[src/rtl/stopwatch_timer_ctrl_pkg.sv]
`default_nettype none
// +----------------------------------------------------------------------+
// | stopwatch_pkg                                                        |
// | Shared FSM states, digit indices and digit limits for the controller.|
// | Revision: 1.0                                                        |
// +----------------------------------------------------------------------+
package stopwatch_pkg;

  typedef enum logic [2:0] {
    IDLE    = 3'd0,
    RUN     = 3'd1,
    PAUSE   = 3'd2,
    SET     = 3'd3,
    EXPIRED = 3'd4
  } state_t;

  localparam logic [1:0] DIG_MT = 2'd3;
  localparam logic [1:0] DIG_MO = 2'd2;
  localparam logic [1:0] DIG_ST = 2'd1;
  localparam logic [1:0] DIG_SO = 2'd0;

  localparam logic [3:0] DIGIT_MAX    = 4'd9;
  localparam logic [3:0] SEC_TENS_MAX = 4'd5;

  function automatic logic [3:0] digit_inc(input logic [3:0] d, input logic [3:0] max_v);
    return (d >= max_v) ? 4'd0 : d + 4'd1;
  endfunction

endpackage
`default_nettype wire

[src/rtl/stopwatch_timer_ctrl_btn_debounce.sv]
`default_nettype none
// +----------------------------------------------------------------------+
// | btn_debounce                                                         |
// | 2-FF synchroniser, stability counter and one-cycle press pulse.      |
// | Revision: 1.0                                                        |
// +----------------------------------------------------------------------+
module btn_debounce #(
  parameter int DEB_CYCLES = 3
) (
  input  logic clk,
  input  logic rst,
  input  logic btn,
  output logic pulse
);

  localparam int CW = (DEB_CYCLES > 2) ? $clog2(DEB_CYCLES) : 1;
  localparam logic [CW-1:0] CNT_LAST = CW'(DEB_CYCLES - 2);

  logic          r_sync1;
  logic          r_sync2;
  logic          r_level;
  logic          r_level_d;
  logic [CW-1:0] r_cnt;

  // The cycle in which the new level is adopted counts as the last stable one,
  // so the change lands DEB_CYCLES-1 edges after the synchronised value moved.
  always_ff @(posedge clk or posedge rst) begin
    if (rst) begin
      r_sync1   <= 1'b0;
      r_sync2   <= 1'b0;
      r_level   <= 1'b0;
      r_level_d <= 1'b0;
      r_cnt     <= '0;
    end else begin
      r_sync1   <= btn;
      r_sync2   <= r_sync1;
      r_level_d <= r_level;
      if (r_sync2 == r_level) begin
        r_cnt <= '0;
      end else if (r_cnt == CNT_LAST) begin
        r_level <= r_sync2;
        r_cnt   <= '0;
      end else begin
        r_cnt <= r_cnt + 1'b1;
      end
    end
  end

  assign pulse = r_level & ~r_level_d;

endmodule
`default_nettype wire

[src/rtl/stopwatch_timer_ctrl.sv]
`default_nettype none
// +----------------------------------------------------------------------+
// | stopwatch_timer_ctrl                                                 |
// | Button debouncing and IDLE/RUN/PAUSE/SET/EXPIRED front-panel FSM.    |
// | Revision: 1.0                                                        |
// +----------------------------------------------------------------------+
module stopwatch_timer_ctrl
  import stopwatch_pkg::*;
#(
  parameter int CLK_FREQ   = 100000000,
  parameter int DEB_CYCLES = CLK_FREQ / 100
) (
  input  logic       clk,
  input  logic       rst,
  input  logic       btn_ss,
  input  logic       btn_mode,
  input  logic       btn_clr,
  input  logic       btn_set,
  input  logic       btn_inc,
  input  logic       done,
  output logic       mode,
  output logic       start,
  output logic       load,
  output logic       clr_out,
  output logic [3:0] load_min_tens,
  output logic [3:0] load_min_ones,
  output logic [3:0] load_sec_tens,
  output logic [3:0] load_sec_ones,
  output logic [1:0] edit_digit,
  output logic       alarm
);

  localparam int BTN_CLR  = 0;
  localparam int BTN_SS   = 1;
  localparam int BTN_MODE = 2;
  localparam int BTN_SET  = 3;
  localparam int BTN_INC  = 4;

  logic [4:0] w_raw;
  logic [4:0] w_press;
  logic       w_clr, w_ss, w_mode, w_set, w_inc;
  logic       w_preset_zero;

  state_t     r_state;
  logic       r_mode, r_start, r_load, r_clr, r_alarm;
  logic [1:0] r_edit;
  logic [3:0] r_mt, r_mo, r_st, r_so;

  assign w_raw = {btn_inc, btn_set, btn_mode, btn_ss, btn_clr};

  for (genvar i = 0; i < 5; i++) begin : g_deb
    btn_debounce #(.DEB_CYCLES(DEB_CYCLES)) u_deb (
      .clk   (clk),
      .rst   (rst),
      .btn   (w_raw[i]),
      .pulse (w_press[i])
    );
  end

  // Single-winner arbitration: clr > ss > mode > set > inc.
  assign w_clr  = w_press[BTN_CLR];
  assign w_ss   = w_press[BTN_SS]   & ~w_press[BTN_CLR];
  assign w_mode = w_press[BTN_MODE] & ~|w_press[BTN_SS:BTN_CLR];
  assign w_set  = w_press[BTN_SET]  & ~|w_press[BTN_MODE:BTN_CLR];
  assign w_inc  = w_press[BTN_INC]  & ~|w_press[BTN_SET:BTN_CLR];

  assign w_preset_zero = ({r_mt, r_mo, r_st, r_so} == 16'd0);

  always_ff @(posedge clk or posedge rst) begin
    if (rst) begin
      r_state <= IDLE;
      r_mode  <= 1'b0;
      r_start <= 1'b0;
      r_load  <= 1'b0;
      r_clr   <= 1'b0;
      r_alarm <= 1'b0;
      r_edit  <= DIG_SO;
      r_mt    <= 4'd0;
      r_mo    <= 4'd0;
      r_st    <= 4'd0;
      r_so    <= 4'd0;
    end else begin
      r_load <= 1'b0;
      r_clr  <= 1'b0;
      case (r_state)
        IDLE: begin
          if (w_clr) begin
            r_load <= r_mode;
            r_clr  <= ~r_mode;
          end else if (w_ss) begin
            if (!(r_mode && w_preset_zero)) begin
              r_state <= RUN;
              r_start <= 1'b1;
            end
          end else if (w_mode) begin
            r_mode <= ~r_mode;
            r_clr  <= 1'b1;
          end else if (w_set && r_mode) begin
            r_state <= SET;
            r_edit  <= DIG_MT;
          end
        end
        RUN: begin
          if (done && r_mode) begin
            r_state <= EXPIRED;
            r_start <= 1'b0;
            r_alarm <= 1'b1;
          end else if (w_ss) begin
            r_state <= PAUSE;
            r_start <= 1'b0;
          end
        end
        PAUSE: begin
          if (w_clr) begin
            r_state <= IDLE;
            r_load  <= r_mode;
            r_clr   <= ~r_mode;
          end else if (w_ss) begin
            r_state <= RUN;
            r_start <= 1'b1;
          end
        end
        SET: begin
          if (w_clr) begin
            r_mt <= 4'd0;
            r_mo <= 4'd0;
            r_st <= 4'd0;
            r_so <= 4'd0;
          end else if (w_set) begin
            if (r_edit == DIG_SO) begin
              r_state <= IDLE;
              r_load  <= 1'b1;
            end else begin
              r_edit <= r_edit - 2'd1;
            end
          end else if (w_inc) begin
            case (r_edit)
              DIG_MT:  r_mt <= digit_inc(r_mt, DIGIT_MAX);
              DIG_MO:  r_mo <= digit_inc(r_mo, DIGIT_MAX);
              DIG_ST:  r_st <= digit_inc(r_st, SEC_TENS_MAX);
              default: r_so <= digit_inc(r_so, DIGIT_MAX);
            endcase
          end
        end
        EXPIRED: begin
          if (w_clr || w_ss) begin
            r_state <= IDLE;
            r_load  <= 1'b1;
            r_alarm <= 1'b0;
          end
        end
        default: begin
          r_state <= IDLE;
          r_start <= 1'b0;
          r_alarm <= 1'b0;
        end
      endcase
    end
  end

  assign mode          = r_mode;
  assign start         = r_start;
  assign load          = r_load;
  assign clr_out       = r_clr;
  assign alarm         = r_alarm;
  assign edit_digit    = r_edit;
  assign load_min_tens = r_mt;
  assign load_min_ones = r_mo;
  assign load_sec_tens = r_st;
  assign load_sec_ones = r_so;

endmodule
`default_nettype wire

[config.mk]
export PLATFORM = sky130hd
export DESIGN_NAME = stopwatch_timer_ctrl
export DESIGN_NICKNAME = d
export VERILOG_FILES = /design/src/rtl/stopwatch_timer_ctrl_pkg.sv /design/src/rtl/stopwatch_timer_ctrl_btn_debounce.sv /design/src/rtl/stopwatch_timer_ctrl.sv
export SDC_FILE = /design/constraint.sdc
export NUM_CORES = 1
export LEC_CHECK = 0
export ABC_AREA = 1
export BUFFER_PORTS_ARGS = -buffer_cell sky130_fd_sc_hd__buf_2
export CORE_MARGIN = 1
export CORE_UTILIZATION = 35
export CTS_CLUSTER_DIAMETER = 200
export DETAILED_ROUTE_END_ITERATION = 8
export SYNTH_ARGS = -nofsm -noshare
export SYNTH_HDL_FRONTEND = slang
export SYNTH_SLANG_ARGS = --single-unit
[constraint.sdc]
create_clock -name clk -period 4.8 [get_ports clk]
set_input_delay 0.48 -clock clk [delete_from_list [all_inputs] [get_ports clk]]
set_output_delay 0.48 -clock clk [all_outputs]
set_load 0.1 [all_outputs]
==> out/summary.txt, run 1 <==
status: complete, no violations
Post CTS Setup Buffer Count: 0
Worst Path Max Fanout: 7
slowest stage cell, crit path: dfrtp_1
critical path buffer and inverter count: 1
Detailed Route WL: 16700 um
Yosys cell types: 43
critical path class: reg -> out
Clock Skew: 7.91 ps
Worst Path Arrival: 1450 ps
via count: 6513
CTS tree: yes
Total GRT Usage: 0.153
Critical Path Max Stage Delay: 530 ps
post-DR wirelength/cell: 12.1 um
Int Power: 0.00209 W
initial antenna violation count: 0
H-Tree Depth: 4
port bufs: 30
ANT cells: 0
TritonCTS Buffers: 17
final setup vio count: 0
routability cong.: 0.823
die height: 155 um
Syn Inst Count: 1039
P_sw: 0.000591 W
fin crit share: 0.401
vias per inst: 4.72
Post-CTS Resized: 0
sequential share of power: 0.469
drt first-iter violations: 434
Seq/Total Area, Yosys: 0.448
worst slew pin tran: 967 ps
clock transition at the registers of the reported paths: 60 ps
hold_buf cts: 0
largest net degree at the start of global routing: 110
critical path depth: 1
maximum clock frequency: 519 MHz
Area Growth Syn to Fin: 13.2%
fin nets: 1122
die width: 155 um
CP startpoint kind: register
setup TNS: 0 ps
final-report hold violation count: 0
share of layout cells above drive strength 1: 0.113
Top delay family on crit path: flip-flops
clock net sink count: 146
logic gate share of total power: 0.027
cell depth of the worst flop-to-flop path: 6
Setup crit start: mode$_DFFE_PP0P_
r2r setup slk: 2920 ps
grt total ovfl: 0
hold crit path type: in -> reg
drt first pass iters: 5
synthesized flop and latch total: 146
Yosys warnings: 0
crit end category: output pin
leak pwr: 4.30 nW
Top-Level Pins: 31
Clock Tree Buf Depth: 2
Filler Cells Inserted: 2260
critical path, cell by cell: buf_2
row count: 55
Mapped Avg Cell Area: 7.85 um2
vias in the first global route: 6318
Cell Area, Synth: 8150 um2
unrepaired setup endpoints after global routing: no
RR Endpoint: load_min_tens[0]$_DFFE_PP0P_
Clk Latency, worst-skew pair: 420 ps
fin crit period: 1930 ps
Post-DP HPWL: 12100 um
slew margin rel.: 0.355
core area: 22700 um2
Worst Path Required: 4320 ps
Root Driver: clkbuf_16
Routed Antenna Nets: 0
Worst Setup EP: mode
syn nets: 1078
Final Util: 0.406
Max VDD drop: 0.235 mV
Clock Power Share: 0.504
maxcap violations: 0
first-pass GRT wire length: 29700 um
reg2reg start: g_deb[0].u_deb.r_level$_DFFE_PP0P_
PwrDens: 291 nW/um2
switching share of power: 0.220
Slew Viols, Final: 0
Initial Util: 0.359
die area: 23900 um2
residual DRC count: 0
-- power groups by stage --
stage | sequential [W] | combinational, W | clock (W)
global placement | 0.00128 | 0.0000741 | 0
floorplan | 0.00128 | 0.0000531 | 0
global route | 0.00126 | 0.0000845 | 0.00144
CTS | 0.00126 | 0.0000752 | 0.00139
detailed placement | 0.00128 | 0.0000750 | 0
finish | 0.00126 | 0.0000712 | 0.00135
-- per-stage QoR --
| step | std cells | cell area (um2) | power [W] | setup WS [ps] | hold slack [ps] |
|---|---|---|---|---|---|
| 2_1_floorplan | 1039 | 8150 | 0.00133 | 397 | 331 |
| 3_3_place_gp | 1349 | 8630 | 0.00135 | 2880 | 332 |
| 3_5_place_dp | 1349 | 8630 | 0.00136 | 2860 | 335 |
| 4_1_cts | 1380 | 9230 | 0.00272 | 2860 | 142 |
| 5_1_grt | 1380 | 9230 | 0.00279 | 2710 | 145 |
| 6_report | 1380 | 9230 | 0.00268 | 2870 | 161 |
-- layout by cell type, fill, tap and decap left out, types with 2 or more instances in the layout --
cell type,Yosys,routed
nor3_1,37,37
nand2_2,12,12
and3_1,5,5
clkinv_4,0,2
a21boi_0,2,2
a31oi_1,4,4
buf_2,3,30
or2_1,2,2
nor2_2,21,21
o211ai_1,4,4
nor3b_1,5,5
nand2_1,201,201
inv_6,0,3
inv_1,135,134
clkinv_2,0,4
dfrtp_1,146,146
o21ai_0,33,33
clkinvlp_4,0,2
xnor2_1,17,17
nor2_4,8,8
bufinv_16,0,3
clkbuf_16,0,17
ha_1,31,31
o21ai_1,3,3
nand4_2,3,3
nand3_1,61,61
nor2_1,190,190
nor4_1,4,4
nand4_1,35,35
a21oi_1,18,18
xor2_1,33,33
o22ai_1,2,2
inv_2,7,7
-- cell type report --
cell class	instances	area (um2)	share of cell area
Clock inverter	13	160	0.0174
Timing Repair Buffer	31	158	0.0171
Sequential cell	146	3650	0.396
Multi-Input combinational cell	743	3910	0.424
Tap cell	285	357	0.0386
Clock buffer	18	439	0.0476
Inverter	144	548	0.0594
-- cell families after synthesis --
group,synth area share
simple gates,0.329
compound gates,0.0491
xor+xnor,0.0537
flops,0.448
fa+ha+maj,0.0476
buf+inv,0.0721
-- Yosys cell counts (all sizes together) --
master,number,area [um2]
nor3b,6,50.1
o32ai,1,8.76
nand3b,2,18.8
and3,5,31.3
a31o,1,8.76
nand2,214,841
inv,143,539
a21oi,18,90.1
nor2,219,935
o22ai,2,12.5
o21ai,37,189
xnor2,17,149
nor3,38,195
ha,31,388
buf,6,45.0
nand4,38,257
nor4,4,25.0
dfrtp,146,3650
or2,3,18.8
a21boi,2,15.0
o221ai,1,8.76
nand3,62,315
o211ai,4,30.0
xor2,33,289
a31oi,5,37.5
clkinv,1,3.75
-- worst min path at each step --
stage / start / end / slack [ps] / cells after the start
after floorplan: g_deb[0].u_deb.r_sync1$_DFF_PP0_ / g_deb[0].u_deb.r_sync2$_DFF_PP0_ / 330 / 0
after global routing: btn_inc / g_deb[4].u_deb.r_sync1$_DFF_PP0_ / 140 / 1
after CTS: btn_inc / g_deb[4].u_deb.r_sync1$_DFF_PP0_ / 140 / 1
final: btn_inc / g_deb[4].u_deb.r_sync1$_DFF_PP0_ / 160 / 1
after global placement: g_deb[3].u_deb.r_sync1$_DFF_PP0_ / g_deb[3].u_deb.r_sync2$_DFF_PP0_ / 330 / 0
after detailed placement: g_deb[3].u_deb.r_sync1$_DFF_PP0_ / g_deb[3].u_deb.r_sync2$_DFF_PP0_ / 330 / 0
-- state kept, by name, indices dropped and copies added, names as in the netlist, 2 cells and up --
name                   count
g_deb.u_deb.r_sync1        5
g_deb.u_deb.r_level_d      5
load_min_tens              4
g_deb.u_deb.r_sync2        5
g_deb.u_deb.r_level        5
load_sec_tens              4
load_sec_ones              4
r_state                    3
g_deb.u_deb.r_cnt        100
edit_digit                 2
load_min_ones              4
-- layer usage --
metal	share of wire	GRT usage	up-vias
li1	-	-	3395
met1	0.49	0.209	2997
met2	0.45	0.239	105
met3	0.042	0.0381	16
met4	0.012	0.0486	0
met5	0	0	-
Power figures use the tool's default switching activity.
==> inputs of run 2 (changes only) <==
==> constraint.sdc (replaced) <==
create_clock -name clk -period 1.7 [get_ports clk]
set_input_delay 0.17 -clock clk [delete_from_list [all_inputs] [get_ports clk]]
set_output_delay 0.17 -clock clk [all_outputs]
set_load 0.1 [all_outputs]
==> out/summary.txt, run 2 (synthesis results as in run 1) <==
TritonCTS Buffers: 17
row count: 55
Total GRT Usage: 0.153
share of layout cells above drive strength 1: 0.133
core area: 22700 um2
final-report hold violation count: 0
Clock Skew: 8.24 ps
critical path class: reg -> out
worst hold path cell count: 3
first-pass GRT wire length: 29700 um
largest net degree at the start of global routing: 76
routability cong.: 0.845
fin crit period: 1610 ps
Final Util: 0.420
Worst Path Arrival: 1440 ps
maximum clock frequency: 623 MHz
initial antenna violation count: 1
critical path buffer and inverter count: 2
post-DR wirelength/cell: 12.0 um
hold crit path type: in -> reg
post-route design area: 9530 um2
H-Tree Depth: 4
residual DRC count: 0
Top-Level Pins: 31
worst slew pin tran: 542 ps
Max VDD drop: 0.717 mV
die width: 155 um
PwrDens: 817 nW/um2
vias in the first global route: 6385
grt total ovfl: 0
die height: 155 um
Critical Path Max Stage Delay: 440 ps
vias per inst: 4.77
most frequent cells in the layout: nand2_1 (201), nor2_1 (187), dfrtp_1 (146), inv_1 (134), nand3_1 (61)
Detailed Route WL: 16900 um
status: complete, no violations
via count: 6719
fin crit share: 0.944
critical path, cell by cell: buf_4 > buf_2
max reg flops: 100
port bufs: 30
RR Endpoint: r_state[1]$_DFFE_PP0P_
Hold Startpoint: done
fin nets: 1150
Slew Viols, Final: 0
Sequential cell area: 3650 um2
cell depth of the worst flop-to-flop path: 10
unrepaired setup endpoints after global routing: no
Routed Antenna Nets: 0
reg2reg start: g_deb[0].u_deb.r_level$_DFFE_PP0P_
Worst Path Max Fanout: 5
Area Growth Syn to Fin: 16.9%
Filler Cells Inserted: 2326
die area: 23900 um2
CTS tree: yes
drt first-iter violations: 307
Post-DP HPWL: 12600 um
most common cell after layout, fill and taps aside: nand2_1
maxcap violations: 0
slew margin rel.: 0.641
Clk Latency, worst-skew pair: 420 ps
clock net sink count: 146
Worst Path Required: 1530 ps
CP startpoint kind: register
clock transition at the registers of the reported paths: 60 ps
Top delay family on crit path: buffers and inverters
final setup vio count: 0
critical path depth: 2
sink of the worst hold path: r_state[2]$_DFFE_PP0P_
crit end category: output pin
Multi-input gate area: 3940 um2
fin worst setup slack: 94.6 ps
r2r setup slk: 160 ps
Root Driver: clkbuf_16
leak pwr: 4.45 nW
register with the most flip-flops: g_deb.u_deb.r_cnt
DP Worst Slack: 103 ps
Initial Util: 0.359
slowest stage cell, crit path: buf_2
placed inst area: 8780 um2
Clock Tree Buf Depth: 2
drt first pass iters: 5
## run 2: cell count changes in the layout (fill, tap and decap cells not counted), sizes merged
| cell | previous run | this run |
|---|---|---|
| buf | 31 | 53 |
| bufinv | 3 | 4 |
| clkbuf | 18 | 22 |
| clkinv | 7 | 4 |
| diode | 0 | 1 |
| dlygate4sd3 | 0 | 6 |
| inv | 145 | 143 |
## run 2: worst max-delay path by stage
stage / startpoint / slack, ps / endpoint
after detailed placement: edit_digit[0]$_DFFE_PP0P_ / 100 / load_min_ones[3]$_DFFE_PP0P_
after CTS: mode$_DFFE_PP0P_ / 70 / mode
after floorplan: load_sec_ones[1]$_DFFE_PP0P_ / -430 / load_sec_ones[0]$_DFFE_PP0P_
after global placement: edit_digit[0]$_DFFE_PP0P_ / 130 / load_min_ones[0]$_DFFE_PP0P_
after global routing: g_deb[2].u_deb.r_cnt[0]$_DFF_PP0_ / 9 / g_deb[2].u_deb.r_cnt[12]$_DFF_PP0_
final: mode$_DFFE_PP0P_ / 90 / mode
## run 2: timing repair
action / in CTS / in global routing
hold buffers: 6 / 0
hold endpoints to repair: 151 / 0
setup buffers: 0 / 5
resized for setup: 0 / 7
endpoints found under the setup margin: 0 / 13
## run 2: power by group
part	leakage (nW)	switching, W	internal (W)
Sequential	2.00	0.0000369	0.00352
Clock	0.306	0.00143	0.00256
Combinational	2.14	0.000156	0.0000791
Total	4.45	0.00162	0.00616
## run 2: per-stage QoR
stage / TNS (ps) / hold WS, ps / instances / total power [W]
after floorplan: -50390 / 201 / 1039 / 0.00376
after global placement: 0 / 279 / 1366 / 0.00385
after detailed placement: 0 / 283 / 1366 / 0.00385
after CTS: 0 / 45.4 / 1403 / 0.00790
after global routing: 0 / 75.9 / 1408 / 0.00807
final: 0 / 79.1 / 1409 / 0.00778
## run 2: layout make-up
cell class                 count  share of cell area
multi-input combinational    743               0.413
sequential                   146               0.383
inverter                     144              0.0574
clock buffer                  22              0.0498
timing repair buffer          59              0.0428
tap                          285              0.0374
clock inverter                 9              0.0159
antenna                        1            0.000263
## run 2: worst register-to-register path: cells and delay by family, from the launching register on
family                 cells  cell delay [ps]
buffers and inverters      2              180
AND/OR/NAND/NOR            8              820
flip-flops                 1              430
## run 2: routing by layer
metal / up-vias / GRT usage / wire length [um]
li1: 3459 / - / -
met1: 3116 / 0.207 / 8530
met2: 120 / 0.239 / 7470
met3: 24 / 0.0331 / 678
met4: 0 / 0.0561 / 266
met5: - / 0 / 0
